### src/rtl/inorder_queue_dispatcher.sv
// rtl/inorder_queue_dispatcher.sv - pops the in-order queue, holds one entry, dispatches it to a credited RS.
// Optional perf counters are built when DISPATCH_STATS_EN is defined.
module inorder_queue_dispatcher #(
  parameter int funcUnitCodeSize = 3,
  parameter int numRS            = 4,
  parameter int rsDepthBits      = 3,
  parameter int payloadWidth     = 305
) (
  input  logic                        clock_i,
  input  logic                        reset_i,
  input  logic                        qEmpty_i,
  input  logic [funcUnitCodeSize-1:0] qFuncUnitType_i,
  input  logic [payloadWidth-1:0]     qPayload_i,
  output logic                        qReadEnable_o,
  input  logic                        flush_i,
  input  logic [numRS-1:0]            creditReturn_i,
  output logic [numRS-1:0]            dispValid_o,
  output logic [payloadWidth-1:0]     dispPayload_o,
  output logic                        illegalFU_o,
  output logic [31:0]                 stallCycles_o,
  output logic [31:0]                 dispatchCount_o
);

  localparam int CW = rsDepthBits + 1;
  localparam logic [CW-1:0] CREDIT_MAX = {1'b1, {rsDepthBits{1'b0}}};

  typedef enum logic [1:0] {IDLE, FETCH, WAIT, HOLD} state_t;

  state_t                      state, state_n;
  logic [CW-1:0]               credit [numRS];
  logic [funcUnitCodeSize-1:0] hold_fu;
  logic [payloadWidth-1:0]     hold_payload;
  logic [numRS-1:0]            hit;
  logic [CW-1:0]               sel_credit;
  logic                        legal;
  logic                        re_n;
  logic                        ill_n;
  logic                        latch;
  logic [numRS-1:0]            disp_n;

  // One-hot decode of the held code; no hit means the code names no RS.
  always_comb begin
    hit        = '0;
    sel_credit = '0;
    for (int k = 0; k < numRS; k++) begin
      hit[k] = (hold_fu == funcUnitCodeSize'(k));
      if (hit[k]) sel_credit = credit[k];
    end
    legal = |hit;
  end

  always_comb begin
    state_n = state;
    re_n    = 1'b0;
    ill_n   = 1'b0;
    latch   = 1'b0;
    disp_n  = '0;
    if (flush_i) begin
      state_n = IDLE;
    end else begin
      case (state)
        IDLE: begin
          if (!qEmpty_i) begin
            re_n    = 1'b1;
            state_n = FETCH;
          end
        end
        FETCH: state_n = WAIT;
        // Queue output is valid the cycle after the strobe.
        WAIT: begin
          latch   = 1'b1;
          state_n = HOLD;
        end
        HOLD: begin
          if (!legal) begin
            ill_n   = 1'b1;
            state_n = IDLE;
          end else if (sel_credit != '0) begin
            disp_n  = hit;
            state_n = IDLE;
          end
        end
        default: state_n = IDLE;
      endcase
    end
  end

  always_ff @(posedge clock_i) begin
    if (reset_i) begin
      state         <= IDLE;
      qReadEnable_o <= 1'b0;
      dispValid_o   <= '0;
      dispPayload_o <= '0;
      illegalFU_o   <= 1'b0;
      hold_fu       <= '0;
      hold_payload  <= '0;
    end else begin
      state         <= state_n;
      qReadEnable_o <= re_n;
      dispValid_o   <= disp_n;
      illegalFU_o   <= ill_n;
      if (|disp_n) dispPayload_o <= hold_payload;
      if (latch) begin
        hold_fu      <= qFuncUnitType_i;
        hold_payload <= qPayload_i;
      end else if (state_n != HOLD) begin
        hold_fu      <= '0;
        hold_payload <= '0;
      end
    end
  end

  // Simultaneous dispatch and return cancel; returns saturate at full capacity.
  always_ff @(posedge clock_i) begin
    if (reset_i) begin
      for (int k = 0; k < numRS; k++) credit[k] <= CREDIT_MAX;
    end else begin
      for (int k = 0; k < numRS; k++) begin
        if (disp_n[k] && !creditReturn_i[k]) begin
          credit[k] <= credit[k] - 1'b1;
        end else if (creditReturn_i[k] && !disp_n[k] && credit[k] != CREDIT_MAX) begin
          credit[k] <= credit[k] + 1'b1;
        end
      end
    end
  end

`ifdef DISPATCH_STATS_EN
  logic stall;
  assign stall = (state == HOLD) && legal && (sel_credit == '0);

  always_ff @(posedge clock_i) begin
    if (reset_i) begin
      stallCycles_o   <= '0;
      dispatchCount_o <= '0;
    end else begin
      if (stall) stallCycles_o <= stallCycles_o + 32'd1;
      if (|disp_n) dispatchCount_o <= dispatchCount_o + 32'd1;
    end
  end
`else
  assign stallCycles_o   = 32'd0;
  assign dispatchCount_o = 32'd0;
`endif

endmodule

### config.mk
export PLATFORM = sky130hd
export DESIGN_NAME = inorder_queue_dispatcher
export DESIGN_NICKNAME = d
export VERILOG_FILES = /design/src/rtl/inorder_queue_dispatcher.sv
export SDC_FILE = /design/constraint.sdc
export NUM_CORES = 1
export LEC_CHECK = 0
export ABC_AREA = 1
export CAP_MARGIN = 10
export CORE_MARGIN = 5
export CORE_UTILIZATION = 35
export CTS_BUF_LIST = sky130_fd_sc_hd__clkbuf_4 sky130_fd_sc_hd__clkbuf_8
export DETAILED_ROUTE_END_ITERATION = 12
export GPL_TIMING_DRIVEN = 0
export PLACE_DENSITY_LB_ADDON = 0.3
export SYNTH_ARGS = -nofsm -noshare
export SYNTH_HDL_FRONTEND = slang
export SYNTH_SLANG_ARGS = --single-unit
### constraint.sdc
create_clock -name clock_i -period 3.7 [get_ports clock_i]
set_clock_uncertainty 0.05 [all_clocks]
set_input_delay 0.555 -clock clock_i [delete_from_list [all_inputs] [get_ports clock_i]]
set_output_delay 0.555 -clock clock_i [all_outputs]
set_load 0.02 [all_outputs]
=== Word-level counts from Yosys, hierarchy flattened ===
Memory sizes are Yosys's and may differ from the RTL's.
Index checks and enable logic that the tools add are counted.

* Register bits after elaboration: 621
* Latch bits: 0
* Bits in writable memories: 16
* Memory bits (read-only): 0
* Bits of input ports: 316
* Output and inout bits: 375
* Word-level logic and storage cells: 124
* Memories kept: 1

* $add $sub $neg: 8
* Multiply operators: 0
* Divide/modulo/power cells: 0
* $lt $le $gt $ge: 0
* Equal/unequal tests: 11
* Shift operators: 0
* Mux-type cells: 59
* Bitwise gates (word level): 10
* Reduce and logical (&&, ||, !) cells: 28

{| class="wikitable"
|+ Memory list
! name !! depth !! bits a word !! read ports !! clocked after Yosys merged registers in !! write ports !! line !! source
|-
| credit || 4 || 4 || 4 || 0 || 4 || 30 || <nowiki>logic [CW-1:0] credit [numRS];</nowiki>
|}

{| class="wikitable"
|+ Operators by type and width
! kind !! number
|-
| two-way mux 305 bit || 2
|-
| two-way mux 4 bit || 16
|-
| two-way mux 1 bit || 34
|-
| adder 4 x 1 -> 4 bit, second input constant || 4
|-
| inequality test 4 bit, second input constant || 4
|-
| subtractor 4 x 1 -> 4 bit, second input constant || 4
|-
| logical AND 1 bit || 12
|-
| logical NOT 1 bit || 8
|-
| two-way mux 2 bit || 4
|-
| OR 1 bit || 8
|-
| case mux 2 bit (4 select lines) || 1
|-
| OR reduction 4 bit || 2
|-
| == test 3 x 2 -> 1 bit, second input constant || 2
|-
| two-way mux 3 bit || 2
|-
| OR reduction 3 bit || 2
|-
| == test 2 bit, second input constant || 2
|-
| nonzero test 4 bit || 1
|-
| == test 3 x 1 -> 1 bit, second input constant || 1
|-
| logical NOT 3 bit || 1
|-
| == test 2 x 1 -> 1 bit, second input constant || 1
|-
| logical NOT 2 bit || 1
|-
| inequality test 2 bit, second input constant || 1
|-
| inverter 1 bit || 2
|-
| nonzero test 2 bit || 1
|}

=== Logic depth before layout (Yosys ltp) ===
Gate-level depths: netlist of the first run.

* Depth in word-level cells: 18
* Mapped depth: 15
* Depth with buffers taken out: 15

=== Worst setup path after synthesis of the first run ===
OpenSTA, ideal clock, no wires.

* Path kind: input-to-reg
* Start point: input reset_i
* End point: memory credit[2][3] (netlist name), data pin
* Setup time: 0.257 ns
* Arrival time: 2.126 ns
* Required time: 3.393 ns
* Slack: 1.267 ns
* Stages: 9
* Buffers on the path: 1
* Cell sequence: clkbuf_1 a311oi_1 nand2_1 ha_1 a21oi_1 nand2_1 xor2_1 a21boi_0 o21ai_1

{| class="wikitable"
|+ RTL lines
! element !! line !! source
|-
| from (decl) || 10 || <nowiki>input logic reset_i,</nowiki>
|-
| to (decl) || 30 ||
|}

==> reports/qor.csv, run 1 <==
metric;value;unit
Seq cells post-synth;637;
setup_tns;0;ns
Post-CTS Setup Inserts;0;
Syn Inst Count;2923;
WP buf/inv;1;
Worst-Skew Late Latency;0.71;ns
clock tree buffer depth;3;
Worst EP arrival;3.13;ns
Period minus WS final;2.747;ns
CTS tree;built;
drt via density;4.798;
H-tree depth;3;
TritonRoute pass-1 iters;6;
most frequent cell after synthesis;nor2_1;
Starting Density;35.30;%
# hold bufs at CTS;0;
total design power;15.04;mW
final wirelength;88720;um
Syn Area/Cell;8.126;um^2
final period utilization;74.25;%
Final Hold Viols;0;
Fmax;364.0;MHz
core area;67280;um^2
Yosys cell types;35;
DR iter-0 viols;1402;
Finished Core Util;50.17;%
share of cells above drive strength 1;10.80;%
Resized Gates After CTS;0;
CTS sink count;637;
EDFF count, synth;16;
Area growth syn-to-layout;42.10;%
Clock transition at path regs;0.06;ns
die area;73170;um^2
number of global-route vias before repair;21568;
async set-reset flop share out of synthesis;0;%
Post-DP HPWL;66320;um
Largest delay share family, worst path;simple AND/OR/NAND/NOR gates;
Row Count;95;
GR Overflow Total;0;
sequential share of the synthesized area;54.36;%
CP max stage delay;0.45;ns
largest cells by area after synthesis;dfxtp_1 52%, nor2_1 10%, nand3_1 6.6%;
Main synth FF type;dfxtp_1;
gr usage total;22.97;%
Max-Cap Viols;0;
Die W;270.5;um
RSZ-0062 raised after global routing;no;
first-pass GRT wire length;130900;um
most instantiated cells after synthesis;636 x nor2_1, 621 x dfxtp_1, 334 x nand2_1;
DR vias;22514;
PortBufs;625;
CP Cell Sequence;nor2_1, nor2_1, nor2_1, nand3_1, nand3_2, inv_2, nand3_1, nand2_1, ha_1, a21oi_1, nand2_1, xor2_1, a21boi_0, o21ai_1;
Die Ht;270.5;um
WS Path Type;reg2reg;
CP endpoint kind;register;
final setup violation count;0;
synthesized cell area;23750;um^2
cell accounting for the most synthesized area;dfxtp_1;
initial antenna violation count;24;
Ys Warns;0;
nets@finish;4046;
Avg WL per Cell;18.91;um
Rel. slew slack;26.81;%
slew at the pin with the worst max-slew slack;1.098;ns
Final Max Tran Viols;0;
Routed Antenna Nets;0;
status;completed;
Root Buffer;clkbuf_8;
PwrDens;445.6;nW/um^2
drt drc;0;
Worst VDD drop;271.1;uV
worst path required time;4.09;ns
post-synth top area share;52.34;%
Fillers;6645;
Worst Path Max Fanout;9;
startpoint types;register;
worst hold path type;in2reg;
I/O pins;691;
largest net degree at the start of global routing;17;
RD Place Congestion;0.8888;
Lkg Pwr;12.04;nW
slowest CP cell;edfxtp_1;
clock buffers created by TritonCTS;106;
CP most frequent cell;nor2_1;
## placed cells by master, fill, tap and decap left out, types with 3 or more instances in the layout
cell             netlist  routed
nor2_1               636     636
clkdlybuf4s50_1        0     625
dfxtp_1              621     621
nand2_1              334     334
nand3_1              315     315
o21ai_0              307     307
a21oi_1              304     304
clkbuf_8               0     139
clkbuf_1             115     115
buf_4                 87      87
conb_1                 1      64
buf_2                 62      62
clkbuf_4               0      35
buf_6                 25      25
inv_1                 17      17
edfxtp_1              16      16
diode_2                0      15
nand3_2               11      11
a21oi_2               11      11
clkinv_2               0      11
buf_8                 10      10
ha_1                   8       8
inv_2                  7       7
xnor2_1                6       6
nor3_1                 5       5
xor2_1                 5       5
a311oi_1               3       3
fa_1                   3       3
## logic make-up after synthesis
group	Yosys count	share of synthesized area [%]
other	1	0.01579
adders and majority gates	11	0.6743
xor gates and xnor gates	11	0.4056
DFF	637	54.36
AOI/OAI and AO/OA	634	13.70
and+or+nand+nor	1303	22.59
buffers and inverters	326	8.255
## report_power, final
part	switching (mW)	internal, mW	total, mW
Sequential	0.0332	6.94	6.97
Combinational	0.670	0.582	1.25
Clock	2.94	3.87	6.81
Total	3.64	11.4	15.0
## final timing paths
check | startpoint | end | cells past startpoint | slack [ns]
worst max-delay path | credit[1][0] | credit[2][3] | 14 | 0.95
worst max register to register | credit[1][0] | credit[2][3] | 14 | 0.95
worst min register to register | hold_payload[174] | hold_payload[174] | 2 | 0.42
worst min-delay path | qFuncUnitType_i[2] | hold_fu[2] | 3 | 0.34
## state kept, by name (all words and copies together), names as in the netlist
register	flops
credit	16
dispValid_o	4
illegalFU_o	1
hold_fu	3
hold_payload	305
state	2
qReadEnable_o	1
dispPayload_o	305
## layout make-up
class,count,area [um^2],area share [%]
sequential,637,12910,38.26
multi-input combinational,2023,9115,27.01
timing repair buffer,625,6256,18.54
clock buffer,174,2176,6.447
buffer,301,1867,5.531
tap,873,1092,3.236
clock inverter,19,200.2,0.5932
inverter,25,93.84,0.2780
antenna,15,37.54,0.1112
## metrics by stage
| step | area, um^2 | hold slack, ns | worst slack [ns] | instances |
|---|---|---|---|---|
| after floorplan | 23990 | 0.3990 | 1.267 | 2986 |
| after global placement | 31340 | 0.4054 | 0.2466 | 4484 |
| after CTS | 33710 | 0.2661 | 0.9039 | 4677 |
| after global routing | 33740 | 0.3036 | 0.6847 | 4687 |
| final | 33750 | 0.3403 | 0.9529 | 4692 |
| after detailed placement | 31340 | 0.4114 | 0.2573 | 4484 |
## layer usage
metal	up-vias	part of all wire, %	global-route usage, %
met3	187	9.6	8.621
met2	813	47	38.23
met1	10349	39	26.58
li1	11149	-	-
met5	-	0.13	0
met4	16	4.0	9.867
## tightest hold or removal path, delay by kind of cell
kind                   cells  cell delay, ns
buffers and inverters      1            0.40
AND/OR/NAND/NOR            2            0.11
(Power assumes the default switching activity.)
==> inputs of run 2 (changes only) <==
==> constraint.sdc (replaced) <==
create_clock -name clock_i -period 2.5 [get_ports clock_i]
set_clock_uncertainty 0.05 [all_clocks]
set_input_delay 0.375 -clock clock_i [delete_from_list [all_inputs] [get_ports clock_i]]
set_output_delay 0.375 -clock clock_i [all_outputs]
set_load 0.02 [all_outputs]
==> run 2 against run 1 <==
Sequential cell count unchanged. First-iteration DRC count increased by 4.7%. Sequential power increased by 48%. Register-to-register slack got worse by 0.84 ns. Critical path type unchanged. Critical endpoint is now credit[1][3].
==> reports/qor.csv, run 2 (same netlist as run 1, synthesis figures left out) <==
metric;value;unit
Place WS;-0.7627;ns
Final Hold Viols;0;
Avg WL per Cell;18.90;um
Rel. slew slack;23.82;%
CTS sink count;637;
number of global-route vias before repair;21640;
CP most frequent cell;nand3_1;
CTS tree;built;
DR iter-0 viols;1468;
Period minus WS final;2.385;ns
DR vias;22592;
Starting Density;35.30;%
Worst VDD drop;401.1;uV
clock buffers created by TritonCTS;106;
Routed Antenna Nets;0;
Top Registers;dispPayload_o (305), hold_payload (305), credit (16);
GR Overflow Total;0;
final period utilization;95.40;%
CP Cell Sequence;inv_1, nand3_1, nand2_1, nand3_1, nand3_2, inv_4, nand3_4, nand2_4, ha_4, nand3_1, nand2_1, xor2_1, a21boi_2, o21ai_0;
worst hold path type;in2reg;
TritonRoute pass-1 iters;5;
PwrDens;655.2;nW/um^2
Worst-Skew Late Latency;0.71;ns
core area;67280;um^2
Max-Cap Viols;0;
CP max stage delay;0.43;ns
most frequent cells in the layout;632 x nor2_1, 625 x clkdlybuf4s50_1, 620 x dfxtp_1;
startpoint types;register;
first-pass GRT wire length;131200;um
Row Count;95;
I/O pins;691;
Area growth syn-to-layout;43.49;%
Non-Filler Instances;4707;
H-tree depth;3;
total design power;22.33;mW
commonest non-fill, non-tap cell in the layout;nor2_1;
Final Cell Area;34080;um^2
Fillers;6602;
RD Place Congestion;0.8888;
final setup violation count;0;
Worst Path Max Fanout;5;
Post-DP Area;31340;um^2
Finished Core Util;50.66;%
placed cells;4484;
Largest delay share family, worst path;simple AND/OR/NAND/NOR gates;
Final WS setup;0.1151;ns
Die Ht;270.5;um
setup_tns;0;ns
slowest CP cell;edfxtp_1;
status;completed;
Lkg Pwr;12.18;nW
final wirelength;88980;um
share of cells above drive strength 1;12.15;%
Die W;270.5;um
nets@finish;4061;
PortBufs;625;
Worst EP arrival;2.77;ns
WS Path Type;reg2reg;
largest net degree at the start of global routing;17;
Clock transition at path regs;0.06;ns
hold slack;0.1648;ns
initial antenna violation count;24;
Final Max Tran Viols;0;
Fmax;419.3;MHz
RSZ-0062 raised after global routing;yes;
drt drc;0;
WP buf/inv;2;
drt via density;4.800;
worst path required time;2.89;ns
slew at the pin with the worst max-slew slack;1.143;ns
clock tree buffer depth;3;
die area;73170;um^2
CP endpoint kind;register;
Root Buffer;clkbuf_8;
# hold bufs at CTS;0;
gr usage total;23.01;%
Post-DP HPWL;66320;um
run 2: cell count changes in the layout (fill, tap and decap cells not counted), sizes merged:
cell      change
buf          +12
clkinv        -1
clkinvlp      +1
clkbuf        +3
run 2: layer usage:
layer	up-vias	track usage [%]	wire, um
li1	11190	-	-
met1	10383	26.64	34620
met2	817	38.31	42510
met3	186	8.621	8233
met4	16	9.867	3497
met5	-	0	116
run 2: final cells by class:
type | instances | area (um^2) | area share (%)
flip-flops and latches | 637 | 12920 | 37.90
multi-input cells | 2023 | 9286 | 27.25
repair buffers | 640 | 6369 | 18.69
clock buffers | 174 | 2176 | 6.384
plain buffers | 301 | 1899 | 5.573
well taps | 873 | 1092 | 3.205
clock inverters | 19 | 200.2 | 0.5874
inverters | 25 | 105.1 | 0.3084
diodes | 15 | 37.54 | 0.1101
run 2: worst min-delay path: stages:
cell and delay [ns]:
clkdlybuf4s50_1 0.40, nand2_1 0.07, nor2_1 0.04
run 2: what timing repair did:
item,4_1_cts,5_1_grt
gates resized for setup,19,51
pin swaps,0,4
endpoints found under the setup margin,403,98
buffers inserted,10,5
run 2: path summary, 6_finish.rpt:
kind,startpoint,end,slack [ns],cells after the start
max reg2reg,credit[1][2],credit[1][3],0.12,14
max,credit[1][2],credit[1][3],0.12,14
min reg2reg,hold_payload[174],hold_payload[174],0.42,2
min,qFuncUnitType_i[2],hold_fu[2],0.16,3
run 2: where the power goes:
part / switching, mW / total [mW] / internal, mW / leakage (nW)
Sequential: 0.0474 / 10.3 / 10.3 / 5.16
Clock: 4.34 / 10.1 / 5.73 / 1.27
Combinational: 1.02 / 1.93 / 0.911 / 5.75
